`src/rtl/tx_3b2t_enc.sv`:
```
// tx_3b2t_enc: side-stream scrambled 3B2T transmit encoder with SSD/ESD framing
module tx_3b2t_enc #(
  parameter logic [32:0] SCR_SEED = 33'h0_0000_0001,
  parameter bit          IDLE_SCR = 1'b1
) (
  input  logic       sys_clk_33m,
  input  logic       rst_n_33m,
  input  logic [2:0] tx_data,
  input  logic       tx_data_en,
  input  logic       scr_bypass,
  output logic [1:0] tx_ta,
  output logic [1:0] tx_tb,
  output logic       tx_sym_valid,
  output logic       tx_active
);
  localparam logic [1:0] S_IDLE = 2'd0, S_SSD = 2'd1, S_DATA = 2'd2, S_ESD = 2'd3;
  localparam logic [1:0] P = 2'b01, N = 2'b11, Z = 2'b00;
  localparam logic [32:0] SEED = (SCR_SEED == 33'd0) ? 33'd1 : SCR_SEED;
  logic [32:0] s, s1, s2, s3;
  logic [2:0]  c, d_r;
  logic        en_r;
  logic [1:0]  st, cnt, nst, ncnt;
  logic [3:0]  pair;
  function automatic logic [3:0] map3(input logic [2:0] v);
    case (v)
      3'b000:  map3 = {N, N};
      3'b001:  map3 = {N, Z};
      3'b010:  map3 = {N, P};
      3'b011:  map3 = {Z, N};
      3'b100:  map3 = {Z, P};
      3'b101:  map3 = {P, N};
      3'b110:  map3 = {P, Z};
      default: map3 = {P, P};
    endcase
  endfunction
  assign s1 = {s[31:0], s[32] ^ s[19]};
  assign s2 = {s1[31:0], s1[32] ^ s1[19]};
  assign s3 = {s2[31:0], s2[32] ^ s2[19]};
  assign c  = scr_bypass ? 3'b000 : {s3[0], s2[0], s1[0]};
  // Next state names what the output register shows next; the registered group that
  // triggers a new packet is itself consumed as SSD slot 0.
  always_comb begin
    nst  = S_IDLE;
    ncnt = 2'd0;
    case (st)
      S_IDLE: nst = tx_en_sel(en_r, S_SSD, S_IDLE);
      S_SSD: begin
        nst  = cnt != 2'd2 ? S_SSD : tx_en_sel(en_r, S_DATA, S_ESD);
        ncnt = cnt != 2'd2 ? cnt + 2'd1 : 2'd0;
      end
      S_DATA: nst = tx_en_sel(en_r, S_DATA, S_ESD);
      S_ESD: begin
        nst  = cnt != 2'd2 ? S_ESD : tx_en_sel(en_r, S_SSD, S_IDLE);
        ncnt = cnt != 2'd2 ? cnt + 2'd1 : 2'd0;
      end
      default: nst = S_IDLE;
    endcase
  end
  function automatic logic [1:0] tx_en_sel(input logic e, input logic [1:0] a, input logic [1:0] b);
    tx_en_sel = e ? a : b;
  endfunction
  assign pair = nst == S_DATA ? map3(d_r ^ c) :
                nst == S_IDLE ? (IDLE_SCR ? map3(c) : 4'b0000) :
                (nst == S_ESD && ncnt == 2'd2) ? {P, P} : 4'b0000;
  // Input capture, scrambler advance and registered symbol output
  always_ff @(posedge sys_clk_33m or negedge rst_n_33m) begin
    if (!rst_n_33m) begin
      s            <= SEED;
      en_r         <= 1'b0;
      d_r          <= 3'b000;
      st           <= S_IDLE;
      cnt          <= 2'd0;
      tx_ta        <= 2'b00;
      tx_tb        <= 2'b00;
      tx_sym_valid <= 1'b0;
      tx_active    <= 1'b0;
    end else begin
      s            <= s3;
      en_r         <= tx_data_en;
      d_r          <= tx_data;
      st           <= nst;
      cnt          <= ncnt;
      tx_ta        <= pair[3:2];
      tx_tb        <= pair[1:0];
      tx_sym_valid <= 1'b1;
      tx_active    <= nst != S_IDLE;
    end
  end
endmodule
```
`config.mk`:
```
export PLATFORM = sky130hd
export DESIGN_NAME = tx_3b2t_enc
export DESIGN_NICKNAME = d
export VERILOG_FILES = /design/src/rtl/tx_3b2t_enc.sv
export SDC_FILE = /design/constraint.sdc
export NUM_CORES = 1
export LEC_CHECK = 0
export ABC_AREA = 1
export CORE_MARGIN = 10
export CORE_UTILIZATION = 45
export CTS_CLUSTER_SIZE = 28
export DETAILED_ROUTE_END_ITERATION = 10
export HOLD_SLACK_MARGIN = 0.15
export PLACE_DENSITY = 0.79
export SYNTH_ARGS = -nofsm -noshare
export SYNTH_HDL_FRONTEND = slang
export SYNTH_SLANG_ARGS = --single-unit
export TNS_END_PERCENT = 10
```
`constraint.sdc`:
```
create_clock -name sys_clk_33m -period 1.2 [get_ports sys_clk_33m]
set_clock_uncertainty 0.1 [all_clocks]
set_input_delay 0.24 -clock sys_clk_33m [delete_from_list [all_inputs] [get_ports sys_clk_33m]]
set_output_delay 0.24 -clock sys_clk_33m [all_outputs]
set_load 0.005 [all_outputs]
```
## After elaboration in Yosys (flattened, before gate mapping)

Cells that the tools add are included.

- Register bits: 47
- Input bits: 7
- Output and inout port bits: 6
- Logic and storage cells: 53

- $add $sub $neg: 1
- Eq/ne operators: 19
- Multiplexer cells: 13
- Bitwise logic cells: 4
- Reduce and logical (&&, ||, !) cells: 7

Operators by type and width:

| cell | count |
|---|---|
| 4-bit case mux with 7 select lines | 2 |
| 3-bit == test (second input constant) | 6 |
| 3-bit by 2-bit == test with 1-bit output (second input constant) | 4 |
| 2-bit == test (second input constant) | 5 |
| 2-bit two-way mux | 4 |
| 4-bit two-way mux | 2 |
| 2-bit case mux with 4 select lines | 1 |
| 3-bit by 1-bit == test with 1-bit output (second input constant) | 2 |
| 3-bit logical NOT | 2 |
| 3-bit two-way mux | 2 |
| 2-bit logical NOT | 2 |
| 1-bit bitwise XOR | 3 |
| 3-bit bitwise XOR | 1 |
| 2-bit by 1-bit adder with 2-bit output (second input constant) | 1 |
| 2-bit by 1-bit == test with 1-bit output (second input constant) | 1 |
| 1-bit two-way mux | 2 |
| 2-bit inequality test (second input constant) | 1 |
| 2-bit nonzero test | 1 |
| 2-bit OR reduction | 1 |
| 1-bit logical AND | 1 |

## Logic depth before layout (Yosys ltp)

- Depth in word-level cells: 8
- Gate-level depth with buffers: 9
- Gate-level depth less buffers: 9

## Worst setup path before layout

Ideal clock, no wire load.

- Kind: register to register
- From: register s[18]
- To: register tx_tb[1]
- Setup time: 0.116 ns
- Data arrival time: 1.011 ns
- Data required time: 0.984 ns
- Path slack: -0.027 ns
- Cell stages (with the launch flop): 9
- Path buffers: 0
- Period minus slack after synthesis: 1.227 ns
- Cells stage by stage: dfrtp_1 nand2_1 nand3_1 nand2_1 nand2_1 nand3_1 nand3_1 nand2_1 nand2_1

- Longest elaborated chain between the ends: 6
- Elaborated cells on any way between the ends: 21
- Those cells by class: 12 x eq/ne; 5 x mux; 2 x bitwise; 2 x reduce/logical

RTL lines:

| item | line | source |
|---|---|---|
| start, declared | 19 | `logic [32:0] s, s1, s2, s3;` |
| start signal, assigned | 68 | `s <= SEED;` |
| start signal, assigned | 78 | `s <= s3;` |
| 1-bit bitwise XOR * | 37 | `assign s2 = {s1[31:0], s1[32] ^ s1[19]};` |
| 3-bit two-way mux * | 39 | `assign c = scr_bypass ? 3'b000 : {s3[0], s2[0], s1[0]};` |
| 3-bit == test, or another cell as far along | 25 | `case (v)` |
| 4-bit case mux with 7 select lines, or another cell as far along | 25 |  |
| 4-bit two-way mux / 4-bit case mux with 7 select lines (equally long branches) | 63, 25 |  |
| 4-bit two-way mux * | 62 | `assign pair = nst == S_DATA ? map3(d_r ^ c) :` |
| via pair[1] | 23 | `logic [3:0] pair;` |
| end signal, assigned | 84 | `tx_tb <= pair[1:0];` |
| end, declared | 12 | `output logic [1:0] tx_tb,` |

The timed path passes the listed nets; every way through them passes the cells marked *.

## Worst setup path in the final report

- From: register s[32]
- To: register tx_ta[0]

- Longest elaborated chain between the ends: 6
- Elaborated cells on any way between the ends: 21
- Those cells by class: 12 x eq/ne; 5 x mux; 2 x bitwise; 2 x reduce/logical

RTL lines:

| item | line | source |
|---|---|---|
| 1-bit bitwise XOR * | 36 | `assign s1 = {s[31:0], s[32] ^ s[19]};` |
| 3-bit two-way mux * | 39 |  |
| 3-bit == test, or another cell as far along | 25 |  |
| 4-bit case mux with 7 select lines, or another cell as far along | 25 |  |
| 4-bit two-way mux / 4-bit case mux with 7 select lines (equally long branches) | 63, 25 |  |
| 4-bit two-way mux * | 62 |  |
| via pair[2] | 23 |  |
| end signal, assigned | 83 | `tx_ta <= pair[3:2];` |
| end, declared | 11 | `output logic [1:0] tx_ta,` |

Marks and branches as above.

==> flow_summary.toml <==
[run_status]
status = "finished with violations"
violations = "setup timing"

[power]
power_leakage_nw = 1.108
power_density_nw_per_um2 = 1752
ir_worst_vdd_mv = 0.8695

[synth]
synth_top_area_share_pct = 70.39
syn-num-nets = 148
yosysTopAreaCell = "dfrtp_1"
syn-instance-count = 141
synth-seq-cells = 47
avgSynthCellArea_um2 = 11.60
yosys-top-cells-area = "dfrtp_1 (70%), nand2_1 (8.0%), nand3_1 (4.9%)"
synth_cell_type_count = 20
yosys_warnings = 0
ys_seq_area_share_pct = 72.00
synth_area_um2 = 1635

[grt]
track_usage_pct = 11.14
antenna_found_initial = 0
grt_pass1_vias = 1172
grt_max_degree = 24
grt_pass1_wl_um = 5457
met3_usage_pct = 4.900
grt_busiest_layer = "met2"
use_met1_pct = 12.61
grt-ovfl-total = 0
grt_use_met2_pct = 17.34

[detailed_routing]
drt-initial-drc-count = 91
ant_nets = 0
vias_per_cell = 4.941
routedWlPerCell_um = 15.41
drt_pass1_iterations = 4
wl_um = 3374
vias = 1082
drc = 0

[job]
cap_violations = 0

[die]
initial_core_util_pct = 47.88
core_area_um2 = 3416
io_pins = 13
die_y_um = 80.29
fp.dieArea_um2 = 6446
num_rows = 21
chipWidth_um = 80.29

[cells_and_area]
final_area_um2 = 2142
stdcell_count = 219
final_common_cell = "dfrtp_1"
drive_gt1_share_pct = 43.35
utilization_pct = 62.71
mostFrequentLayoutCells = "dfrtp_1 (45), nand2_1 (17), inv_1 (11), nand2_2 (11), nand2_4 (11)"
fill_cells = 250
syn2layout_area_growth_pct = 30.99
antenna_cells = 0
nNetsFinal = 179

[timing]
fin_crit_sh_pct = 117.1
timing.fmax_ghz = 0.7114
setup_slack_ns = -0.2057
min_period_ns = 1.406
rsz0062_at_grt = "true"
slew_viol_final = 0
setup_violations = 8
hold_viol = 0
holdWs_ns = 0.1930

[clock_tree]
numCtsBuffers = 5
cts.path.max_buffers = 2
tritoncts = "built"
clkSinkCount = 47
cts_root_buf = "clkbuf_4"
h-tree-depth = 2
clkTransAtPathRegs_ns = 0.13
worstSkewPairLatency_ns = 0.36

[place]
hpwl_um = 2134
placedCellCount = 207
place_ws_ns = -0.4663
placed_area_um2 = 1891
io_buffers = 12
gp_congestion = 0.8340

[critical_path]
required_ns = 1.36
start_kind = "flip-flop"
cp.arrival_ns = 1.56
crit_type = "flip-flop to flip-flop"
cp_max_fo = 5
cp-end-kind = "flip-flop"

[min_path]
hold_class = "primary input to asynchronous set/reset pin"
final timing paths:
| path | from | endpoint | slack, ns | depth (start not counted) |
|---|---|---|---|---|
| worst max-delay path | s[32] | tx_ta[0] | -0.21 | 8 |
| worst min-delay path | rst_n_33m | tx_active | 0.19 | 2 |
| worst max register to register | s[32] | tx_ta[0] | -0.21 | 8 |
| worst min register to register | s[15] | s[18] | 0.26 | 0 |
| max in group asynchronous | rst_n_33m | s[18] | 0.32 | 3 |
| min in group sys_clk_33m | tx_data[2] | d_r[2] | 0.20 | 1 |
state kept, by name (all words and copies together) (netlist names):
register / count
tx_tb: 2
en_r: 1
tx_active: 1
cnt: 2
s: 33
tx_ta: 2
d_r: 3
tx_sym_valid: 1
st: 2
kinds of logic (layout without fill, tap and decap cells):
| logic type | after synthesis | after routing | share of synthesized area (%) |
|---|---|---|---|
| other | 1 | 1 | 0.2293 |
| and+or+nand+nor | 67 | 67 | 19.82 |
| DFF | 47 | 47 | 72.00 |
| xor gates and xnor gates | 3 | 3 | 2.066 |
| AOI/OAI and AO/OA | 2 | 2 | 1.071 |
| buffers and inverters | 21 | 53 | 4.820 |
cell usage after synthesis:
library cell / instances
dfrtp_1: 46
nand2_1: 35
nand3_1: 16
inv_1: 15
nand4_1: 6
inv_2: 5
nand2_2: 2
nand2_4: 2
nand3_2: 2
nor3_1: 2
clkinv_1: 1
conb_1: 1
dfstp_2: 1
nor2_1: 1
nor2_2: 1
o21ai_0: 1
o22ai_2: 1
xnor2_1: 1
xor2_1: 1
xor2_2: 1
stage by stage:
step | TNS [ns] | power (mW)
2_1_floorplan | -0.007104 | 2.376
5_1_grt | -1.378 | 3.951
6_report | -0.8467 | 3.754
3_5_place_dp | -1.796 | 2.771
3_3_place_gp | -1.457 | 2.727
4_1_cts | -0.8132 | 3.758
power breakdown:
| part | leakage, nW | switching [mW] | internal (mW) | total [mW] |
|---|---|---|---|---|
| logic | 0.439 | 0.552 | 0.431 | 0.983 |
| registers | 0.623 | 0.0961 | 1.74 | 1.83 |
| clock network | 0.0452 | 0.498 | 0.439 | 0.937 |
| total | 1.11 | 1.15 | 2.61 | 3.75 |
critical path: stages (launching register included):
cell and delay [ns]:
dfrtp_1 0.43, inv_1 0.11, nand2_4 0.08, nand3_4 0.12, nand2_2 0.08, nand2_2 0.10
nand3_2 0.12, nand3_2 0.10, nand3_2 0.06
repair_timing:
| item | CTS | global route |
|---|---|---|
| setup buffers | 2 | 1 |
| endpoints found under the setup margin | 11 | 11 |
| endpoints found under the hold margin | 47 | 0 |
| gates resized for setup | 44 | 24 |
| pin swaps | 8 | 11 |
| hold buffers | 1 | 0 |
layout make-up:
cell class,count,area [um2],area share (%)
Clock inverter,3,43.79,2.044
Clock buffer,5,37.54,1.752
Multi-Input combinational cell,73,554.3,25.88
Tap cell,46,57.56,2.687
Inverter,21,80.08,3.738
Timing Repair Buffer,24,190.2,8.879
Sequential cell,47,1179,55.02
metal layers:
metal  wire length, um  up-vias
li1                  -      503
met1              1410      536
met2              1639       30
met3               212       13
met4               112        0
met5                 0        -
No activity file was read; power rests on OpenSTA's default activity.
